### src/rtl/tetris_pkg.sv
// Shared types and constants for the Tetris matrix executors.
package tetris_pkg;

    typedef enum logic [1:0] {
        eIDLE  = 2'd0,
        eShift = 2'd1,
        eFill  = 2'd2,
        eDone  = 2'd3
    } rise_state_e;

    localparam int max_rows_default_c = 4;
    localparam int row_width_c        = 16;

    typedef logic [row_width_c-1:0] row_t;

endpackage

### src/rtl/tetris_garbage_row.sv
// Combinational garbage-line generator: all ones with the hole column cleared.
module tetris_garbage_row #(
    parameter int width_p = 16
) (
    input  logic [$clog2(width_p)-1:0] hole_i,
    output logic [width_p-1:0]         row_o
);

    localparam int hole_w_lp = $clog2(width_p);

    // A hole index beyond the row width matches no column, leaving a full row.
    for (genvar gi = 0; gi < width_p; gi++) begin : g_bit
        assign row_o[gi] = (hole_i != hole_w_lp'(gi));
    end

endmodule

### src/rtl/executor_rise.sv
// Garbage-line inserter: shifts the matrix up by N rows, then fills the bottom
// N rows with garbage lines, flagging overflow if a non-empty row is lost.
module executor_rise
    import tetris_pkg::*;
#(
    parameter int width_p    = 16,
    parameter int height_p   = 32,
    parameter int max_rows_p = max_rows_default_c,
    parameter int debug_p    = 0
) (
    input  logic                        clk_i,
    input  logic                        reset_i,
    input  logic                        v_i,
    input  logic [2:0]                  rows_i,
    input  logic [$clog2(width_p)-1:0]  hole_i,
    output logic                        ready_o,
    output logic                        done_o,
    output logic                        overflow_o,
    output logic [$clog2(height_p)-1:0] mm_read_addr_o,
    input  logic [width_p-1:0]          mm_read_data_i,
    output logic [$clog2(height_p)-1:0] mm_write_addr_o,
    output logic [width_p-1:0]          mm_write_data_o,
    output logic                        mm_write_v_o
);

    localparam int addr_w_lp = $clog2(height_p);
    localparam int hole_w_lp = $clog2(width_p);

    rise_state_e            state_r, state_n;
    logic [addr_w_lp-1:0]   index_r, index_n;
    logic [2:0]             rows_r, rows_n;
    logic [hole_w_lp-1:0]   hole_r, hole_n;
    logic                   overflow_r, overflow_n;

    logic [addr_w_lp-1:0]   rows_ext;
    logic                   last_row;
    logic [width_p-1:0]     garbage_row;

    assign rows_ext = addr_w_lp'(rows_r);
    assign last_row = (index_r == addr_w_lp'(height_p - 1));

    tetris_garbage_row #(
        .width_p (width_p)
    ) garbage (
        .hole_i (hole_r),
        .row_o  (garbage_row)
    );

    always_comb begin
        state_n    = state_r;
        index_n    = index_r;
        rows_n     = rows_r;
        hole_n     = hole_r;
        overflow_n = overflow_r;
        case (state_r)
            eIDLE: begin
                if (v_i) begin
                    rows_n     = (int'(rows_i) > max_rows_p) ? 3'(max_rows_p) : rows_i;
                    hole_n     = hole_i;
                    overflow_n = 1'b0;
                    index_n    = '0;
                    state_n    = (rows_n != 3'd0) ? eShift : eDone;
                end
            end
            eShift: begin
                // Top rows with index below N have no destination; losing one with data is overflow.
                if ((index_r < rows_ext) && (mm_read_data_i != '0)) begin
                    overflow_n = 1'b1;
                end
                if (last_row) begin
                    index_n = addr_w_lp'(height_p) - rows_ext;
                    state_n = eFill;
                end else begin
                    index_n = index_r + addr_w_lp'(1);
                end
            end
            eFill: begin
                if (last_row) begin
                    state_n = eDone;
                end else begin
                    index_n = index_r + addr_w_lp'(1);
                end
            end
            eDone: begin
                state_n = eIDLE;
            end
            default: begin
                state_n = eIDLE;
            end
        endcase
    end

    always_ff @(posedge clk_i or posedge reset_i) begin
        if (reset_i) begin
            state_r    <= eIDLE;
            index_r    <= '0;
            rows_r     <= '0;
            hole_r     <= '0;
            overflow_r <= 1'b0;
        end else begin
            state_r    <= state_n;
            index_r    <= index_n;
            rows_r     <= rows_n;
            hole_r     <= hole_n;
            overflow_r <= overflow_n;
        end
    end

    // Ascending shift order reads every source row before it is overwritten.
    assign ready_o         = (state_r == eIDLE);
    assign done_o          = (state_r == eDone);
    assign overflow_o      = overflow_r;
    assign mm_read_addr_o  = index_r;
    assign mm_write_v_o    = ((state_r == eShift) && (index_r >= rows_ext)) || (state_r == eFill);
    assign mm_write_addr_o = (state_r == eShift) ? (index_r - rows_ext) : index_r;
    assign mm_write_data_o = (state_r == eFill) ? garbage_row : mm_read_data_i;

endmodule

### config.mk
export PLATFORM = sky130hd
export DESIGN_NAME = executor_rise
export DESIGN_NICKNAME = d
export VERILOG_FILES = /design/src/rtl/tetris_pkg.sv /design/src/rtl/tetris_garbage_row.sv /design/src/rtl/executor_rise.sv
export SDC_FILE = /design/constraint.sdc
export NUM_CORES = 1
export LEC_CHECK = 0
export BUFFER_PORTS_ARGS = -buffer_cell sky130_fd_sc_hd__buf_2
export CAP_MARGIN = 10
export CORE_ASPECT_RATIO = 1.4
export CORE_MARGIN = 8
export CORE_UTILIZATION = 40
export CTS_CLUSTER_DIAMETER = 100
export CTS_CLUSTER_SIZE = 16
export DETAILED_ROUTE_END_ITERATION = 10
export PLACE_DENSITY = 0.74
export SLEW_MARGIN = 10
export SYNTH_ARGS = -nofsm -noshare
export SYNTH_HDL_FRONTEND = slang
export SYNTH_SLANG_ARGS = --single-unit
### constraint.sdc
create_clock -name clk_i -period 2.4 [get_ports clk_i]
set_input_delay 0.24 -clock clk_i [delete_from_list [all_inputs] [get_ports clk_i]]
set_output_delay 0.24 -clock clk_i [all_outputs]
set_load 0.02 [all_outputs]
* Yosys cells after proc, flatten, opt, wreduce, memory -nomap -nowiden
Cells that the tools add are included.
Word-level totals: register bits 15, latch bits 0, bits in writable memories 0, bits in read-only memories 0, input port bits 26, memories kept 0
Cells by class: add/subtract/negate cells 3, multiply operators 0, div/mod/pow operators 0, magnitude comparators 3, equal/unequal tests 24, shift operators 0, multiplexer cells 15, bitwise gates (word level) 0, reduce and logical (&&, ||, !) cells 13
Operator list (number):
- $ne A4 B4 Y1 const B | 8
- $mux W5 | 4
- $mux W16 | 1
- $ne A4 B3 Y1 const B | 4
- $reduce_bool A16 Y1 | 1
- $pmux W5 S3 | 1
- $ne A2 B2 Y1 const B | 5
- $reduce_and A3 Y1 | 3
- $mux W2 | 4
- $ne A4 B2 Y1 const B | 2
- $pmux W2 S4 | 1
- $reduce_bool A3 Y1 | 2
- $add A5 B1 Y5 const B | 1
- $eq A5 B5 Y1 const B | 1
- $ge A5 B3 Y1 | 1
- $lt A5 B3 Y1 | 1
- $sub A5 B3 Y5 | 1
- $eq A2 B2 Y1 const B | 2
- $ne A4 B1 Y1 const B | 1
- $reduce_bool A4 Y1 | 1
- $sub A1 B3 Y4 const A | 1
- $gt A3 B3 Y1 const B | 1
- $mux W3 | 1
- $eq A2 B1 Y1 const B | 1
- 7 further kinds | 9

* Depth between registers and ports, before layout
word-level depth 6, mapped depth 8

* By module
Synthesis repeated with hierarchy kept, for this count alone.
Unflattened totals: cell total of the unflattened synthesis 159, area, all modules 1508.9 µm²
By module, submodules not included:
- executor_rise | times used 1, cells an instance 139, area each 1322.5 µm², seq. area each 375.4 µm²
- tetris_garbage_row | times used 1, cells an instance 20, area each 186.4 µm², seq. area each 0.0 µm²

* Worst setup path before layout
OpenSTA, ideal clock, no wires.
path type register to output, from reg index_r[0] (netlist: mm_read_addr_o[0]), to out mm_write_addr_o[4], arrival time 1.934 ns, setup slack 0.226 ns, cell stages (with the launch flop) 8, cells stage by stage dfrtp_1 > inv_1 > ha_1 > inv_1 > fa_1 > a211oi_1 > nand2_1 > xnor2_1
Between the ends: cells in the longest elaborated chain, start to end 2
Ends and longest elaborated chain:
- from (decl) | RTL line executor_rise.sv:30 | logic [addr_w_lp-1:0] index_r, index_n;
- from (signal assigned) | RTL line executor_rise.sv:102 | index_r <= index_n;
- $sub A5 B3 Y5 | RTL line executor_rise.sv:115 | assign mm_write_addr_o = (state_r == eShift) ? (index_r - rows_ext) : index_r;
- $mux W5 | RTL line executor_rise.sv:115
- to (decl) | RTL line executor_rise.sv:21 | output logic [$clog2(height_p)-1:0] mm_write_addr_o,
No other way between the ends.

* Final worst setup path
Same ends and word-level chain as after synthesis.

==> run summary <==
Outcome = finished, final reports clean
Hold WC Path Type = primary input to async pin
Crit path max-delay cell type = dfrtp_2
Arrival time at the worst endpoint = 2.00 ns
Min Clock Period, post-route = 2.24 ns
CTS Hold Bufs = 0
DR WL/cell = 14.7 µm
Total grt overflow = 0
Diode count = 0
Worst Setup End Kind = output pin
Clock Tree Buf Depth = 2
Fin. Hold Viols = 0
Post-Route WL = 3830 µm
Yosys cell types = 41
Peak VDD IR = 0.000784 V
Syn_area_per_cell = 8.18 µm²
GRT Total Usage = 13.7%
Core footprint = 0.00328 mm²
Post-synth ARST share = 100%
Slew headroom = 60.9%
Starting Density = 40.8%
Leak = 0.000842 µW
Rows = 25
CTS tree = built
CTS Buf Count = 3
HPWL after DPL = 3030 µm
Final net count = 258
Buffers on Ports = 55
Post-synth net total = 201
Vias per std cell = 5.57
DRT Pass-1 Iters = 4
Post-route insts no fill = 260
Placement Cell Area = 0.00168 mm²
Post-route clock period utilization = 93.3%
Design Area, Final = 0.00173 mm²
Root Buffer Master = clkbuf_8
CP cell instances = inv_2 -> ha_1 -> inv_1 -> fa_2 -> a211oi_2 -> nand2_1 -> xnor2_1 -> buf_4
Largest net degree at the start of global routing = 45
Initial DRC Count = 71
Post-synth EDFFs = 0
First-pass GRT wire length = 6110 µm
Layout cell share with drive strength beyond 1 = 32.7%
# clock sinks = 15
Synthesized instance count = 164
Die Wd = 64.9 µm
Reg2Reg Capture Point = state_r[1]
CTS clk-pin slew, worst paths = 0.06 ns
Yosys warning total = 0
RD Place Congestion = 0.786
Worst-Margin Slew = 0.586 ns
Number of instances in the placed design = 256
DIE AREA = 0.00549 mm²
Worst-Skew Late Latency = 0.25 ns
Fillers = 353
Setup Viol. Count Final = 0
Worst setup SP type = flip-flop
Slew Limit Fails = 0
Synthesized cell area = 0.00134 mm²
Via count = 1,447
Slowest stage delay, CP = 0.44 ns
CP Launch Point = mm_read_addr_o[0]
Num ports = 56
Crit path kind = flip-flop to output pin
Max FO, Critical Path = 6
Chip height = 84.5 µm
CP Data Required Time = 2.16 ns
Vias in the first global route = 1,334
Dominant synthesized flop cell = dfrtp_1
DRC viols = 0
Fmax = 446 MHz
Worst Skew = 0.00513 ns
Reg-to-reg slack, setup = 0.38 ns
# H-tree levels = 1
Area growth syn-to-layout = 29.2%
Post-synthesis sequential area ratio = 28.0%
Synthesis-stage register bit count = 15
Worst r2r path cells = 7
R2R Path Start = mm_read_addr_o[0]
Power density cells = 1370 mW/mm²
Initial antenna violation count = 0
ANT nets after route = 0
Crit path capture = mm_write_addr_o[4]
# Max-Cap Violations = 0
-- flip-flops by register name, indices dropped and copies added (netlist names) --
signal          flops
rows_r              3
state_r             2
overflow_o          1
hole_r              4
mm_read_addr_o      5
-- metrics by stage --
step / total power, µW / util [%] / setup TNS, ns / worst slack [ns] / hold WS (ns)
final: 2380 / 52.8 / 0 / 0.160 / 0.0411
after floorplan: 1660 / - / 0 / 0.226 / 0.141
after detailed placement: 2150 / 51.0 / 0 / 0.325 / 0.330
after CTS: 2360 / 52.4 / 0 / 0.0509 / 0.0605
after global placement: 2130 / 51.0 / 0 / 0.353 / 0.322
after global routing: 2580 / 52.8 / -0.00217 / -0.00217 / 0.0860
-- where the power goes --
group          internal [µW]  total [µW]  switching, µW  leakage, µW
clock                    118         207           88.9    0.0000228
sequential               357         459            103     0.000188
combinational            667        1710           1040     0.000631
total                   1140        2380           1240     0.000842
-- final cells by class --
class	instances	area, µm²	area share, %
clock buffer	4	45.0	2.60
timing repair buffer	59	320	18.5
sequential	15	377	21.7
tap	40	50.0	2.89
multi-input combinational	132	903	52.1
inverter	10	37.5	2.17
-- cells in the final DEF, fill, tap and decap left out, types with 2 or more instances in the layout --
cell,n
a21oi_1,5
a22oi_1,2
a31oi_1,16
and2_1,2
buf_2,54
buf_4,4
clkbuf_8,3
dfrtp_1,14
ha_1,10
inv_1,7
inv_2,3
mux2_1,6
mux2i_1,2
nand2_1,12
nand2b_1,4
nand3_1,2
nand4_1,2
nor2_1,22
nor2b_1,6
nor3_1,2
nor4_1,4
o21ai_1,11
o221ai_1,2
xnor2_1,4
-- worst max-delay path: cells and delay by family, from the launching register on --
family	cells	cell delay, ns
buffers and inverters	3	0.30
AOI/OAI and AO/OA	1	0.22
and+or+nand+nor	1	0.09
xor gates and xnor gates	1	0.14
adders and majority gates	2	0.55
DFF	1	0.44
-- cells in the mapped netlist (2+ instances only) --
| library cell | instances | area share (%) |
|---|---|---|
| xnor2_1 | 4 | 2.6 |
| nor2b_1 | 6 | 2.8 |
| a211oi_1 | 2 | 1.1 |
| a31oi_1 | 16 | 7.5 |
| a21oi_1 | 5 | 1.9 |
| nand2_1 | 12 | 3.4 |
| inv_2 | 2 | 0.56 |
| nand3_1 | 2 | 0.75 |
| nand4_1 | 2 | 0.93 |
| a22oi_1 | 2 | 1.1 |
| o21ai_1 | 11 | 4.1 |
| buf_2 | 5 | 1.9 |
| nor4_1 | 4 | 1.9 |
| and2_1 | 2 | 0.93 |
| mux2i_1 | 2 | 1.5 |
| nor2_1 | 22 | 6.2 |
| ha_1 | 10 | 9.3 |
| mux2_1 | 6 | 5.0 |
| inv_1 | 8 | 2.2 |
| nand2b_1 | 4 | 1.9 |
| nor3_1 | 2 | 0.75 |
| dfrtp_1 | 15 | 28 |
| o221ai_1 | 2 | 1.3 |
-- worst min-delay path by stage --
| stage | start | endpoint | slack (ns) | depth (start not counted) |
|---|---|---|---|---|
| 2_1_floorplan | reset_i | hole_r[0] | 0.14 | 1 |
| 3_3_place_gp | reset_i | hole_r[3] | 0.32 | 2 |
| 3_5_place_dp | reset_i | hole_r[3] | 0.33 | 2 |
| 4_1_cts | reset_i | overflow_o | 0.06 | 2 |
| 5_1_grt | reset_i | state_r[1] | 0.09 | 2 |
| 6_report | reset_i | overflow_o | 0.04 | 2 |
-- repair_timing --
| item | CTS | global route |
|---|---|---|
| setup buffers | 0 | 0 |
| gates resized for setup | 0 | 5 |
| endpoints found under the setup margin | 0 | 1 |
-- logic make-up (layout without fill, tap and decap cells) --
logic type,count (synthesis),in the layout,share of synthesized area [%]
simple gates,58,58,20.4
fa+ha+maj,11,11,10.8
compound gates,49,49,24.9
flops,15,15,28.0
xor+xnor,5,5,3.26
mux,9,9,7.37
buf+inv,17,73,5.22
-- metal layers --
metal / share of wire, % / wire, µm / track usage [%] / vias to the layer above
met1: 41 / 1550 / 14.8 / 660
met2: 49 / 1870 / 23.6 / 60
met5: 0 / 0 / 0 / -
met4: 2.6 / 100 / 6.18 / 0
li1: - / - / - / 716
met3: 8.1 / 312 / 3.99 / 11
No activity file was read; power rests on OpenSTA's default activity.
